## src/rtl/decode_pkg.sv

```systemverilog
// Shared definitions for the ID stage: opcodes, ALU operation classes and
// bit positions inside the packed wb/mem control fields.
package decode_pkg;

    localparam logic [5:0] OP_RTYPE = 6'h00;
    localparam logic [5:0] OP_LW    = 6'h23;
    localparam logic [5:0] OP_SW    = 6'h2B;
    localparam logic [5:0] OP_BEQ   = 6'h04;
    localparam logic [5:0] OP_ADDI  = 6'h08;

    localparam logic [1:0] ALUOP_ADD    = 2'b00;
    localparam logic [1:0] ALUOP_SUB    = 2'b01;
    localparam logic [1:0] ALUOP_FUNCT  = 2'b10;

    // wb field = {regwrite, memtoreg}
    localparam int WB_REGWRITE = 1;
    localparam int WB_MEMTOREG = 0;

    // mem field = {branch, memread, memwrite}
    localparam int MEM_BRANCH = 2;
    localparam int MEM_READ   = 1;
    localparam int MEM_WRITE  = 0;

endpackage

```

## src/rtl/decode_stage_p_reg_file.sv

```systemverilog
// Register file for the ID stage.
// Ports:
//   clk, rst        - clock and synchronous active-high reset (clears all registers)
//   read_addr_a/b   - asynchronous read indices
//   read_data_a/b   - read data; index 0 returns 0, same-cycle writeback is bypassed
//   write_addr      - writeback index (writes to 0 are ignored)
//   write_data      - writeback data
//   write_en        - writeback enable
module reg_file_p #(
    parameter int XLEN = 32,
    parameter int NREG = 32,
    parameter int RAW  = 5
) (
    input  logic            clk,
    input  logic            rst,
    input  logic [RAW-1:0]  read_addr_a,
    input  logic [RAW-1:0]  read_addr_b,
    output logic [XLEN-1:0] read_data_a,
    output logic [XLEN-1:0] read_data_b,
    input  logic [RAW-1:0]  write_addr,
    input  logic [XLEN-1:0] write_data,
    input  logic            write_en
);

    logic [XLEN-1:0] regs [NREG];
    logic            write_ok;

    // Index 0 is never written, and indices beyond NREG are ignored.
    assign write_ok = write_en && (write_addr != '0) && (int'(write_addr) < NREG);

    always_ff @(posedge clk) begin
        if (rst) begin
            for (int i = 0; i < NREG; i++) begin
                regs[i] <= '0;
            end
        end else if (write_ok) begin
            regs[write_addr] <= write_data;
        end
    end

    // Write-through: the value being written back this cycle is visible
    // to readers in the same cycle, so the ID stage never sees stale data.
    function automatic logic [XLEN-1:0] read_port(input logic [RAW-1:0] addr);
        logic [XLEN-1:0] value;
        value = '0;
        if (addr == '0 || int'(addr) >= NREG) begin
            value = '0;
        end else if (write_ok && write_addr == addr) begin
            value = write_data;
        end else begin
            value = regs[addr];
        end
        return value;
    endfunction

    assign read_data_a = read_port(read_addr_a);
    assign read_data_b = read_port(read_addr_b);

endmodule

```

## src/rtl/decode_stage_p.sv

```systemverilog
// ID stage of the 5-stage MIPS pipeline: control decode, operand read,
// immediate sign extension, load-use hazard detection and the ID/EX register.
// Ports:
//   clk, rst                        - clock, synchronous active-high reset
//   pc_4, instr, instr_valid        - IF/ID contents
//   write_reg_MEMWB, write_data_WB,
//   write_en                        - writeback port into the register file
//   flush                           - squash from a taken branch
//   stall                           - combinational load-use stall request
//   *_IDEX, valid_IDEX              - registered ID/EX contents
module decode_stage_p
    import decode_pkg::*;
#(
    parameter int XLEN = 32,
    parameter int NREG = 32,
    parameter int RAW  = 5
) (
    input  logic            clk,
    input  logic            rst,
    input  logic [XLEN-1:0] pc_4,
    input  logic [31:0]     instr,
    input  logic            instr_valid,
    input  logic [RAW-1:0]  write_reg_MEMWB,
    input  logic [XLEN-1:0] write_data_WB,
    input  logic            write_en,
    input  logic            flush,
    output logic            stall,
    output logic            valid_IDEX,
    output logic [1:0]      wb_IDEX,
    output logic [2:0]      mem_IDEX,
    output logic [1:0]      aluop_IDEX,
    output logic            alusrc_IDEX,
    output logic            regdst_IDEX,
    output logic [XLEN-1:0] pc_4_IDEX,
    output logic [XLEN-1:0] rs_IDEX,
    output logic [XLEN-1:0] rt_IDEX,
    output logic [XLEN-1:0] signExt_IDEX,
    output logic [RAW-1:0]  instr25_21_IDEX,
    output logic [RAW-1:0]  instr20_16_IDEX,
    output logic [RAW-1:0]  instr15_11_IDEX
);

    logic [5:0]      opcode;
    logic [RAW-1:0]  rs_idx;
    logic [RAW-1:0]  rt_idx;
    logic [RAW-1:0]  rd_idx;
    logic [XLEN-1:0] rs_data;
    logic [XLEN-1:0] rt_data;
    logic [XLEN-1:0] sign_ext;

    logic [1:0] wb_next;
    logic [2:0] mem_next;
    logic [1:0] aluop_next;
    logic       alusrc_next;
    logic       regdst_next;

    assign opcode   = instr[31:26];
    assign rs_idx   = RAW'(instr[25:21]);
    assign rt_idx   = RAW'(instr[20:16]);
    assign rd_idx   = RAW'(instr[15:11]);
    assign sign_ext = {{(XLEN-16){instr[15]}}, instr[15:0]};

    reg_file_p #(
        .XLEN(XLEN),
        .NREG(NREG),
        .RAW (RAW)
    ) u_reg_file (
        .clk        (clk),
        .rst        (rst),
        .read_addr_a(rs_idx),
        .read_addr_b(rt_idx),
        .read_data_a(rs_data),
        .read_data_b(rt_data),
        .write_addr (write_reg_MEMWB),
        .write_data (write_data_WB),
        .write_en   (write_en)
    );

    // Control decode; an invalid slot decodes as a NOP.
    always_comb begin
        wb_next     = '0;
        mem_next    = '0;
        aluop_next  = ALUOP_ADD;
        alusrc_next = 1'b0;
        regdst_next = 1'b0;
        if (instr_valid) begin
            case (opcode)
                OP_RTYPE: begin
                    wb_next[WB_REGWRITE] = 1'b1;
                    aluop_next           = ALUOP_FUNCT;
                    regdst_next          = 1'b1;
                end
                OP_LW: begin
                    wb_next[WB_REGWRITE] = 1'b1;
                    wb_next[WB_MEMTOREG] = 1'b1;
                    mem_next[MEM_READ]   = 1'b1;
                    alusrc_next          = 1'b1;
                end
                OP_SW: begin
                    mem_next[MEM_WRITE] = 1'b1;
                    alusrc_next         = 1'b1;
                end
                OP_BEQ: begin
                    mem_next[MEM_BRANCH] = 1'b1;
                    aluop_next           = ALUOP_SUB;
                end
                OP_ADDI: begin
                    wb_next[WB_REGWRITE] = 1'b1;
                    alusrc_next          = 1'b1;
                end
                default: begin
                end
            endcase
        end
    end

    // Load in EX whose destination is a source of the instruction in ID.
    // A flush squashes the consumer anyway, so it suppresses the stall.
    assign stall = valid_IDEX && mem_IDEX[MEM_READ] && instr_valid &&
                   (instr20_16_IDEX != '0) &&
                   ((instr20_16_IDEX == rs_idx) || (instr20_16_IDEX == rt_idx)) &&
                   !flush;

    always_ff @(posedge clk) begin
        if (rst) begin
            valid_IDEX      <= 1'b0;
            wb_IDEX         <= '0;
            mem_IDEX        <= '0;
            aluop_IDEX      <= '0;
            alusrc_IDEX     <= 1'b0;
            regdst_IDEX     <= 1'b0;
            pc_4_IDEX       <= '0;
            rs_IDEX         <= '0;
            rt_IDEX         <= '0;
            signExt_IDEX    <= '0;
            instr25_21_IDEX <= '0;
            instr20_16_IDEX <= '0;
            instr15_11_IDEX <= '0;
        end else begin
            // Datapath fields load unconditionally; a bubble is defined
            // purely by its cleared valid and control bits.
            pc_4_IDEX       <= pc_4;
            rs_IDEX         <= rs_data;
            rt_IDEX         <= rt_data;
            signExt_IDEX    <= sign_ext;
            instr25_21_IDEX <= rs_idx;
            instr20_16_IDEX <= rt_idx;
            instr15_11_IDEX <= rd_idx;
            if (flush || stall) begin
                valid_IDEX  <= 1'b0;
                wb_IDEX     <= '0;
                mem_IDEX    <= '0;
                aluop_IDEX  <= '0;
                alusrc_IDEX <= 1'b0;
                regdst_IDEX <= 1'b0;
            end else begin
                valid_IDEX  <= instr_valid;
                wb_IDEX     <= wb_next;
                mem_IDEX    <= mem_next;
                aluop_IDEX  <= aluop_next;
                alusrc_IDEX <= alusrc_next;
                regdst_IDEX <= regdst_next;
            end
        end
    end

endmodule

```

## config.mk

```make
export PLATFORM = sky130hd
export DESIGN_NAME = decode_stage_p
export DESIGN_NICKNAME = d
export VERILOG_FILES = /design/src/rtl/decode_pkg.sv /design/src/rtl/decode_stage_p_reg_file.sv /design/src/rtl/decode_stage_p.sv
export SDC_FILE = /design/constraint.sdc
export NUM_CORES = 2
export LEC_CHECK = 0
export CAP_MARGIN = 40
export CORE_ASPECT_RATIO = 1.4
export CORE_UTILIZATION = 55
export DETAILED_ROUTE_END_ITERATION = 10
export PLACE_DENSITY_LB_ADDON = 0.08
export SKIP_LAST_GASP = 1
export SYNTH_ARGS = -nofsm -noshare
export SYNTH_HDL_FRONTEND = slang
export SYNTH_SLANG_ARGS = --single-unit
```

## constraint.sdc

```tcl
create_clock -name clk -period 5.5 [get_ports clk]
set_input_delay 1.65 -clock clk [delete_from_list [all_inputs] [get_ports clk]]
set_output_delay 1.65 -clock clk [all_outputs]
set_load 0.03 [all_outputs]
```

==> flow_summary.rst <==
.. list-table::
   :header-rows: 1

   * - Metric
     - Value
   * - Design Area, Final
     - 67000 um^2
   * - Via count of the first global-routing pass
     - 39100
   * - Number of buffers on the longest clock path
     - 3
   * - Clock network power share
     - 38.9%
   * - R2r setup slk
     - 2.86 ns
   * - DRC
     - 0
   * - Unique masters post-synth
     - 48
   * - Root Driver
     - clkbuf_16
   * - Fillers
     - 7843
   * - Sum of net half-perimeters after detailed placement
     - 117000 um
   * - Global routing usage summed across all routing layers
     - 35.8%
   * - Min Clock Period, post-route
     - 5.31 ns
   * - Initial core utilization
     - 55.4%
   * - Pin count of the biggest net entering global routing
     - 120
   * - Site row count
     - 141
   * - Most used flip-flop cell after synthesis
     - edfxtp_1
   * - Number of slew-limit violations in the final report
     - 0
   * - Combinational group share of total power
     - 12.2%
   * - Layout overhead on the synthesized area
     - 14.7%
   * - Adder and majority gate portion of the synthesized area
     - 0%
   * - Portion of the clock cycle consumed by the worst path in the final layout
     - 96.6%
   * - Routed length per placed instance
     - 33.5 um
   * - RSZ-0062 raised after global routing
     - no
   * - Total of max-cap violations
     - 0
   * - Final setup violation count
     - 0
   * - Worst-case reg-to-reg path depth
     - 5
   * - Share of synthesized area occupied by flip-flops and latches
     - 57.0%
   * - Via density
     - 6.72
   * - Number of I/O pins
     - 260
   * - Final count of hold timing violations
     - 0
   * - Total gr overflow
     - 0
   * - Critical path class
     - input port to output port
   * - Required time reported for the critical path endpoint
     - 3.85 ns
   * - Async S/R FF share, synth
     - 0%
   * - DRC marker count from the first detailed-route iteration
     - 4572
   * - Dominant combinational cell family by area after synthesis
     - multiplexers
   * - Total routed wirelength
     - 194000 um
   * - Share of post-route cells with drive strength above 1
     - 17.8%
   * - Port Buf Inserts
     - 259
   * - Die height
     - 388 um
   * - Worst EP arrival
     - 3.66 ns
   * - CP endpoint kind
     - output port
   * - Number of setup buffers added after CTS
     - 0
   * - TritonCTS Sinks
     - 1154
   * - Number of antenna violations at the first check in global routing
     - 4
   * - Rel. slew slack
     - 29.9%
   * - Clock buffers created by TritonCTS
     - 114
   * - Hold Path Depth
     - 4
   * - Number of nets with antenna violations after detailed routing
     - 0
   * - Peak clock frequency supported by timing
     - 188 MHz
   * - First-pass GRT wire length
     - 273000 um
   * - Fin Setup TNS
     - 0 ns
   * - Post-synthesis share of cell area spent on xor and xnor gates
     - 0.300%
   * - Syn_area_per_cell
     - 13.9 um^2
   * - Die Footprint
     - 108000 um^2
   * - First-pass iteration count of the detailed router
     - 8
   * - Worst supply voltage drop on vdd
     - 287 uV
   * - End point of the most critical hold path
     - valid_IDEX
   * - Sequential cell area
     - 33400 um^2
   * - Relative contribution of sequential cells to total power
     - 48.9%
   * - FF+latch count, synth
     - 1154
   * - Cell area after synthesis
     - 58500 um^2
   * - Maximum fanout along the worst path
     - 4
   * - Net switching power of the design
     - 5220 uW
   * - Slew at the pin with the worst max-slew slack
     - 1.05 ns
   * - TritonCTS clock tree
     - built
   * - Instance area at placement
     - 63100 um^2
   * - Portion of netlist area occupied by mux cells
     - 18.9%
   * - Insertion delay of the later-clocked pin in the worst-skew pair
     - 0.73 ns
   * - Number of vias after detailed routing
     - 38900
   * - Maximum clock skew at final layout
     - 0.0316 ns
   * - Result of the run
     - finished clean
   * - Number of cells upsized or downsized after cts
     - 0
   * - Gp weighted congestion
     - 0.873
   * - Die X-Extent
     - 278 um
   * - Area inside the core boundary
     - 105000 um^2
   * - Post-synthesis compound-gate area fraction
     - 6.04%
   * - Ratio of total power to cell area
     - 315 nW/um^2
   * - Multi-input gate area
     - 23300 um^2
   * - Hold_buf cts
     - 0
   * - P_int
     - 15900 uW
   * - HP Class
     - register to register
   * - Post-Synthesis Cells
     - 4192
   * - Startpoint of the tightest hold check path
     - valid_IDEX
   * - Max H-tree Level
     - 3
   * - Net count, final
     - 4437
   * - Fraction of power spent switching nets
     - 24.7%
   * - Register clock-pin slew on the reported worst setup and hold paths
     - 0.06 ns
   * - Number of warnings printed during yosys synthesis
     - 0
   * - Count of flip-flops with a built-in enable after synthesis
     - 1024
   * - Post-Synth Simple-Gate Area
     - 14.1%
   * - Total leakage power
     - 0.0239 uW
   * - Worst reg2reg path endpoint
     - aluop_IDEX[1]
   * - Kind of start point of the critical path
     - input port
   * - R2r startpoint
     - instr20_16_IDEX[0]
==> Yosys cell counts, drive strengths merged (38+ instances only) <==
cell type,instances,area share (%)
nor2,72,0.47
o211ai,64,0.82
nand3b,38,0.49
a21oi,98,0.84
nand2,70,0.45
clkbuf,302,1.9
buf,157,1.7
nor2b,95,1.0
mux2i,384,6.6
a22oi,129,1.7
edfxtp,1024,53
mux4,320,12
nand3,41,0.35
and2,995,11
dfxtp,130,4.5
==> registers in the layout, summed over array words and instances, names as in the netlist <==
name and count:
pc_4_IDEX 32, rt_IDEX 32, wb_IDEX 2, instr25_21_IDEX 5, alusrc_IDEX 1, rs_IDEX 32
aluop_IDEX 2, instr20_16_IDEX 5, mem_IDEX 2, signExt_IDEX 16, u_reg_file.regs 1024, valid_IDEX 1
==> per-stage QoR <==
step | util, % | hold WS, ns | setup slack, ns | cells | total power (uW)
floorplan | - | 0.710 | 0.854 | 4223 | 11900
global placement | 59.5 | 0.690 | 0.339 | 5551 | 12900
detailed placement | 59.8 | 0.703 | 0.332 | 5573 | 13000
CTS | 63.5 | 0.716 | 0.326 | 5789 | 21100
global route | 63.5 | 0.753 | 0.174 | 5790 | 21600
finish | 63.6 | 0.717 | 0.189 | 5793 | 21100
==> power by group through the flow <==
stage                     clock network (uW)  registers [uW]  logic [uW]
after floorplan                            0           10500        1380
after global placement                     0           10500        2490
after detailed placement                   0           10500        2530
after CTS                               8250           10300        2540
after global routing                    8560           10400        2650
final                                   8200           10300        2570
==> critical path, cell delays in order <==
cell and delay (ns):
clkdlybuf4s50_1 0.51, xnor2_1 0.13, nand3_1 0.47, o22ai_1 0.40
nand2_1 0.16, nor2_1 0.16, buf_4 0.19
==> area by class of cell <==
cell class / count / area share, %
sequential: 1154 / 49.7
tap: 1358 / 2.53
inverter: 2 / 0.0112
clock buffer: 152 / 4.76
timing repair buffer: 451 / 7.08
clock inverter: 64 / 1.06
multi-input combinational: 2608 / 34.8
antenna: 4 / 0.0149
==> cells by family (layout without fill, tap and decap cells) <==
logic type	count (synthesis)	after routing
AO/OA/AOI/OAI	485	485
XOR/XNOR	20	20
buffers and inverters	461	669
flip-flops	1154	1154
multiplexers	704	704
other	1	36
AND/OR/NAND/NOR	1367	1367
==> routing by layer <==
layer	vias to the layer above	track usage [%]	routed length (um)
met3	622	7.30	19900
met1	19700	44.3	68900
met5	-	0.360	60
met4	4	19.2	11100
li1	16000	-	-
met2	2568	59.1	94100
==> placed cells by master (no fill, tap or decap), types with 38 or more instances in the layout <==
| master | count |
|---|---|
| edfxtp_1 | 1024 |
| and2_1 | 993 |
| mux2i_1 | 384 |
| mux4_2 | 320 |
| clkdlybuf4s50_1 | 250 |
| buf_4 | 132 |
| dfxtp_1 | 130 |
| a22oi_1 | 129 |
| clkbuf_16 | 118 |
| a21oi_1 | 98 |
| nor2b_1 | 89 |
| nand2_1 | 70 |
| o211ai_1 | 64 |
| nor2_1 | 40 |
| nand3_1 | 39 |
| buf_12 | 39 |
| nand3b_1 | 38 |
==> worst max-delay path by stage <==
stage              start  endpoint  slack [ns]  cells after the start
5_1_grt        instr[20]     stall        0.17                      7
2_1_floorplan  instr[21]     stall        0.85                      8
3_5_place_dp   instr[20]     stall        0.33                      7
6_report       instr[20]     stall        0.19                      7
4_1_cts        instr[20]     stall        0.33                      7
3_3_place_gp   instr[20]     stall        0.34                      7
No activity file was read; power rests on OpenSTA's default activity.
